[src/rtl/mcdt_pkg.sv]
// Shared definitions for the MCDT receive path: channel count, id type and
// the one-hot channel select derived from the stream id.
package mcdt_pkg;

  localparam int CHNL_NUM = 3;

  typedef logic [1:0] chnl_id_t;

  // The only id value that does not map to a receive channel.
  localparam chnl_id_t ID_INVALID = 2'd3;

  // One-hot channel select for a stream word; all zero when the word is not
  // valid or carries the invalid id.
  function automatic logic [CHNL_NUM-1:0] id_decode(input logic val, input chnl_id_t id);
    logic [CHNL_NUM-1:0] sel;
    sel = '0;
    for (int i = 0; i < CHNL_NUM; i++) begin
      if (val && (id == chnl_id_t'(i))) begin
        sel[i] = 1'b1;
      end
    end
    return sel;
  endfunction

endpackage

[src/rtl/rx_chnl_fifo.sv]
// Per-channel first-word-fall-through receive FIFO. The head entry is
// presented combinationally from storage, so a word written at one edge is
// visible right after it. Full/empty come from the occupancy count, which lets
// the pointers wrap freely and makes full+push+pop a legal pass-through.
module rx_chnl_fifo #(
  parameter int DEPTH = 32,
  parameter int DW    = 32
) (
  input  logic                     clk_i,
  input  logic                     rst_i,
  input  logic                     wr_en_i,
  input  logic [DW-1:0]            wr_data_i,
  input  logic                     rd_ready_i,
  output logic [DW-1:0]            rd_data_o,
  output logic                     rd_valid_o,
  output logic [$clog2(DEPTH):0]   count_o,
  output logic                     ovf_pulse_o
);

  localparam int AW = $clog2(DEPTH);
  localparam int CW = AW + 1;

  logic [DW-1:0] mem [DEPTH];
  logic [AW-1:0] wr_ptr_reg;
  logic [AW-1:0] rd_ptr_reg;
  logic [CW-1:0] count_reg;
  logic [CW-1:0] count_next;

  logic empty;
  logic full;
  logic pop;
  logic push_ok;

  assign empty   = (count_reg == '0);
  assign full    = (count_reg == CW'(DEPTH));
  // A pop only happens when there is a head word to hand over.
  assign pop     = rd_ready_i & ~empty;
  // When full, the slot freed by a same-cycle pop is reused by the push.
  assign push_ok = wr_en_i & (~full | pop);

  assign ovf_pulse_o = wr_en_i & full & ~pop;
  assign rd_valid_o  = ~empty;
  assign rd_data_o   = empty ? '0 : mem[rd_ptr_reg];
  assign count_o     = count_reg;

  // Occupancy update: push and pop in the same cycle cancel out.
  always_comb begin
    count_next = count_reg;
    case ({push_ok, pop})
      2'b10:   count_next = count_reg + CW'(1);
      2'b01:   count_next = count_reg - CW'(1);
      default: count_next = count_reg;
    endcase
  end

  // Storage write; contents are not reset, pointers define what is live.
  always_ff @(posedge clk_i) begin
    if (!rst_i && push_ok) begin
      mem[wr_ptr_reg] <= wr_data_i;
    end
  end

  // Pointer and count registers; pointers wrap modulo DEPTH.
  always_ff @(posedge clk_i) begin
    if (rst_i) begin
      wr_ptr_reg <= '0;
      rd_ptr_reg <= '0;
      count_reg  <= '0;
    end else begin
      if (push_ok) begin
        wr_ptr_reg <= wr_ptr_reg + AW'(1);
      end
      if (pop) begin
        rd_ptr_reg <= rd_ptr_reg + AW'(1);
      end
      count_reg <= count_next;
    end
  end

endmodule

[src/rtl/mcdt_rx_demux.sv]
// Receive-side demultiplexer for the MCDT arbiter stream. Steers each valid
// word into the FIFO of its channel and exposes each FIFO through valid/ready.
// The stream cannot be stalled, so dropped words are reported through sticky
// overflow and bad-id flags that the host clears with clr_i.
module mcdt_rx_demux
  import mcdt_pkg::*;
#(
  parameter int DEPTH = 32,
  parameter int DW    = 32
) (
  input  logic                   clk_i,
  input  logic                   rst_i,
  input  logic [DW-1:0]          mcdt_data_i,
  input  logic                   mcdt_val_i,
  input  logic [1:0]             mcdt_id_i,
  output logic [DW-1:0]          ch0_data_o,
  output logic                   ch0_valid_o,
  input  logic                   ch0_ready_i,
  output logic [$clog2(DEPTH):0] ch0_count_o,
  output logic [DW-1:0]          ch1_data_o,
  output logic                   ch1_valid_o,
  input  logic                   ch1_ready_i,
  output logic [$clog2(DEPTH):0] ch1_count_o,
  output logic [DW-1:0]          ch2_data_o,
  output logic                   ch2_valid_o,
  input  logic                   ch2_ready_i,
  output logic [$clog2(DEPTH):0] ch2_count_o,
  output logic [2:0]             ovf_o,
  output logic                   bad_id_o,
  input  logic                   clr_i
);

  localparam int CW = $clog2(DEPTH) + 1;

  logic [CHNL_NUM-1:0] wr_sel;
  logic [CHNL_NUM-1:0] rd_ready;
  logic [CHNL_NUM-1:0] rd_valid;
  logic [CHNL_NUM-1:0] ovf_pulse;
  logic [DW-1:0]       rd_data [CHNL_NUM];
  logic [CW-1:0]       count   [CHNL_NUM];

  logic [CHNL_NUM-1:0] ovf_reg;
  logic                bad_id_reg;
  logic                bad_id_event;

  assign wr_sel       = id_decode(mcdt_val_i, chnl_id_t'(mcdt_id_i));
  assign bad_id_event = mcdt_val_i && (chnl_id_t'(mcdt_id_i) == ID_INVALID);
  assign rd_ready     = {ch2_ready_i, ch1_ready_i, ch0_ready_i};

  generate
    for (genvar gi = 0; gi < CHNL_NUM; gi++) begin : g_chnl
      rx_chnl_fifo #(
        .DEPTH (DEPTH),
        .DW    (DW)
      ) u_fifo (
        .clk_i       (clk_i),
        .rst_i       (rst_i),
        .wr_en_i     (wr_sel[gi]),
        .wr_data_i   (mcdt_data_i),
        .rd_ready_i  (rd_ready[gi]),
        .rd_data_o   (rd_data[gi]),
        .rd_valid_o  (rd_valid[gi]),
        .count_o     (count[gi]),
        .ovf_pulse_o (ovf_pulse[gi])
      );
    end
  endgenerate

  assign ch0_data_o  = rd_data[0];
  assign ch1_data_o  = rd_data[1];
  assign ch2_data_o  = rd_data[2];
  assign ch0_valid_o = rd_valid[0];
  assign ch1_valid_o = rd_valid[1];
  assign ch2_valid_o = rd_valid[2];
  assign ch0_count_o = count[0];
  assign ch1_count_o = count[1];
  assign ch2_count_o = count[2];
  assign ovf_o       = ovf_reg;
  assign bad_id_o    = bad_id_reg;

  // Sticky error flags: clear first, then OR in this cycle's events so a new
  // event coinciding with clr_i leaves its flag set.
  always_ff @(posedge clk_i) begin
    if (rst_i) begin
      ovf_reg    <= '0;
      bad_id_reg <= 1'b0;
    end else begin
      ovf_reg    <= (clr_i ? '0 : ovf_reg) | ovf_pulse;
      bad_id_reg <= (clr_i ? 1'b0 : bad_id_reg) | bad_id_event;
    end
  end

endmodule

[config.mk]
export PLATFORM = sky130hd
export DESIGN_NAME = mcdt_rx_demux
export DESIGN_NICKNAME = d
export VERILOG_FILES = /design/src/rtl/mcdt_pkg.sv /design/src/rtl/rx_chnl_fifo.sv /design/src/rtl/mcdt_rx_demux.sv
export SDC_FILE = /design/constraint.sdc
export NUM_CORES = 2
export LEC_CHECK = 0
export CORE_AREA = 2 2 638 640
export DETAILED_ROUTE_END_ITERATION = 10
export DIE_AREA = 0 0 640 642
export MAX_ROUTING_LAYER = met4
export PLACE_DENSITY = 0.42
export SETUP_SLACK_MARGIN = 0.1
export SYNTH_ARGS = -nofsm -noshare
export SYNTH_HDL_FRONTEND = slang
export SYNTH_HIERARCHICAL = 1
export SYNTH_SLANG_ARGS = --single-unit
[constraint.sdc]
create_clock -name clk_i -period 5 [get_ports clk_i]
set_clock_uncertainty 0.2 [all_clocks]
set_input_delay 1 -clock clk_i [delete_from_list [all_inputs] [get_ports clk_i]]
set_output_delay 1 -clock clk_i [all_outputs]
set_load 0.03 [all_outputs]
==> metrics.md <==
| Metric | Value |
|---|---|
| Main synth FF type | `edfxtp_1` |
| Non-filler cells, final | `11700` |
| CP Data Arrival Time | `3.62 ns` |
| Worst path max stage delay | `0.57 ns` |
| Hold-fix buffers, CTS | `0` |
| YS warnings | `6` |
| Setup crit end kind | `primary output` |
| # rows | `234` |
| CP Cell Sequence | `buf_16 -> mux4_2 -> mux2_2 -> o221ai_1 -> a31oi_1 -> buf_12` |
| P_int | `49400 µW` |
| PortBufs | `161` |
| P per Cell Area | `470 mW/mm²` |
| CP required | `3.80 ns` |
| Crit-path max FO | `56` |
| Syn_area_per_cell | `22.6 µm²` |
| H-tree Lvls | `5` |
| Drt pass-1 iters | `5` |
| Syn Nets | `5411` |
| Gate Count Post-Synth | `5352` |
| P_leak | `0.0434 µW` |
| DP Cell Count | `11000` |
| Drt wl/cell | `29.2 µm` |
| Post-synth EDFFs | `3072` |
| Number of synthesized register bits | `3139` |
| Hold Path Class | `in2reg` |
| Largest register FFs | `3072` |
| Vias in the first global route | `60400` |
| Area delta synth->final | `20.0%` |
| Clock latency on the worst-skew pair | `0.92 ns` |
| GPL Wtd Cong | `0.742` |
| Fin Setup TNS | `0 ns` |
| Post-layout util | `35.9%` |
| Xor/xnor cell area share of the yosys netlist | `0.225%` |
| Fraction of layout cells with a size suffix above 1 | `34.6%` |
| WS Path Type | `reg2out` |
| CTS Buffer Depth | `4` |
| Async set or reset register ratio after synthesis | `0%` |
| Max-cap violations | `0` |
| Iter 0 DRT Violations | `5059` |
| Sw frac | `27.5%` |
| Yosys cell types | `57` |
| CTS sink cnt | `3139` |
| Crit start category | `flip-flop` |
| Worst-path clk slew | `0.06 ns` |
| CTS root buffer | `clkbuf_16` |
| Most flops, register | `g_chnl.u_fifo/mem` |
| Synth Cell Area | `0.121 mm²` |
| Least-Margin Pin Slew | `1.14 ns` |
| Post-layout min period | `4.82 ns` |
| Hold slack | `0.148 ns` |
| Via count | `57400` |
| Io pins | `162` |
| CP max stage cell | `mux4_2` |
| Initial antenna violation count | `23` |
| Starting Density | `29.9%` |
| RSZ-0062 raised after global routing | `yes` |
| DRT Wirelength | `341000 µm` |
| Sequential power share | `42.9%` |
| Outcome | `completed` |
| Chip Width | `640 µm` |
| Clock buffer count from CTS | `351` |
| Clock network fraction of total power | `36.4%` |
| Peak VDD IR | `0.372 mV` |
| Multiplexer share of the synthesized area | `17.0%` |
| Simple-Gate Fraction of Synth Area | `1.53%` |
| Post-Synth Adder-Cell Area | `0.186%` |
| First-pass GRT wire length | `479000 µm` |
| Power share of the combinational group | `20.7%` |
| Nets | `5992` |
| CTS tree | `done` |
| Setup violators final | `0` |
| Largest net degree at the start of global routing | `97` |
| Core Area | `0.404 mm²` |
| Power Total | `68200 µW` |
| Detailed Place HPWL | `197000 µm` |
| Post-synthesis sequential area ratio | `77.5%` |
| Switching pwr | `18800 µW` |
| GR Util All Layers | `16.9%` |
| Headroom to the max-slew limit | `24.1%` |
| Die Area | `0.411 mm²` |
| Tcrit/Tclk final | `96.4%` |
| DRC errors left | `0` |
| Max Freq | `0.207 GHz` |
| Avg Vias per Cell | `4.92` |
| Slew Limit Fails | `0` |
| Gr ovfl total | `0` |
| Synth Area in Compound Gates | `2.12%` |
| Chip height | `642 µm` |
| Final Hold Fails | `0` |
| Antenna Violating Nets Remaining | `0` |
| Main combinational cell family by area after synthesis | `multiplexers` |
metal layers:
layer	GRT usage (%)	vias up	routed length [µm]
met5	-	-	0
li1	-	24000	-
met1	22.7	31700	151000
met3	2.20	359	14100
met2	27.7	1329	170000
met4	3.05	0	5800
power by group through the flow:
stage	logic (µW)	clock network, µW	registers, µW
floorplan	7170	0	29700
global placement	14000	0	29900
detailed placement	14000	0	29900
CTS	14400	25600	29200
global route	14900	26600	29200
finish	14100	24800	29200
cell usage in the layout, fill, tap and decap left out, drive strengths merged, types with 12 or more instances in the layout:
cell,count
clkdlybuf4s50,32
nand2b,14
mux4,768
bufinv,22
a21oi,72
nand4,14
ha,18
nor2b,16
dfxtp,67
nand3,12
a221oi,25
mux2,236
buf,499
o221ai,64
edfxtp,3072
xor2,22
inv,26
nand2,104
o21ai,40
diode,23
clkinv,159
clkbuf,435
a22oi,71
a31oi,74
nor2,193
mux2i,63
stage by stage:
step                area, µm²  worst slack (ns)
floorplan              121000             0.570
global placement       133000             0.725
detailed placement     133000             0.738
CTS                    145000            0.0477
global route           145000            0.0770
finish                 145000             0.180
kinds of logic after synthesis:
logic type	after synthesis
adder cells (fa/ha/maj)	18
XOR/XNOR	31
AO/OA/AOI/OAI	372
AND/OR/NAND/NOR	404
buffers and inverters	321
flip-flops	3139
multiplexers	1067
worst paths after layout:
check | end | cells after the start | slack (ns) | startpoint
min | g_chnl[2].u_fifo/mem[17][5] | 1 | 0.15 | mcdt_data_i[5]
max | ch1_data_o[14] | 6 | 0.18 | flip-flop
min reg2reg | ovf_o[1] | 2 | 0.27 | ovf_o[1]
max reg2reg | g_chnl[1].u_fifo/mem[28][3] | 8 | 2.01 | g_chnl[1].u_fifo/count_o[1]
critical path, delay by kind of cell, from the launching register on:
kind	cells	cell delay, ns
AOI/OAI and AO/OA	2	0.68
buffers and inverters	2	0.57
DFF	1	0.48
muxes	2	0.90
area by class of cell:
| cell class | instances | area [µm²] |
|---|---|---|
| Antenna cell | 23 | 57.6 |
| Clock inverter | 203 | 1820 |
| Sequential cell | 3139 | 93600 |
| Inverter | 15 | 56.3 |
| Multi-Input combinational cell | 1892 | 26400 |
| Tap cell | 5428 | 6790 |
| Clock buffer | 434 | 9210 |
| Fill cell | 37200 | 259000 |
| Timing Repair Buffer | 534 | 6990 |
Yosys cell counts (15+ instances only):
| library cell | instances | area [µm²] |
|---|---|---|
| a221oi_1 | 25 | 219 |
| buf_2 | 105 | 526 |
| o21ai_0 | 33 | 165 |
| mux2i_1 | 63 | 631 |
| nor2b_1 | 16 | 100 |
| a21oi_1 | 71 | 355 |
| ha_1 | 18 | 225 |
| nor2_1 | 193 | 724 |
| edfxtp_1 | 3072 | 92200 |
| inv_1 | 15 | 56.3 |
| a22oi_1 | 71 | 533 |
| o221ai_1 | 64 | 561 |
| clkbuf_1 | 115 | 432 |
| a31oi_1 | 74 | 463 |
| mux4_2 | 768 | 17300 |
| nand2_1 | 104 | 390 |
| buf_6 | 43 | 484 |
| xor2_1 | 22 | 193 |
| dfxtp_1 | 67 | 1340 |
| mux2_2 | 228 | 2570 |
| buf_1 | 23 | 86.3 |
| buf_4 | 20 | 150 |
timing repair:
item,CTS,global route
pin swaps,0,0
endpoints found under the hold margin,0,0
setup endpoints to repair,89,18
buffers inserted,26,0
cloned,2,1
gates resized for setup,32,14
(Power assumes the default switching activity.)
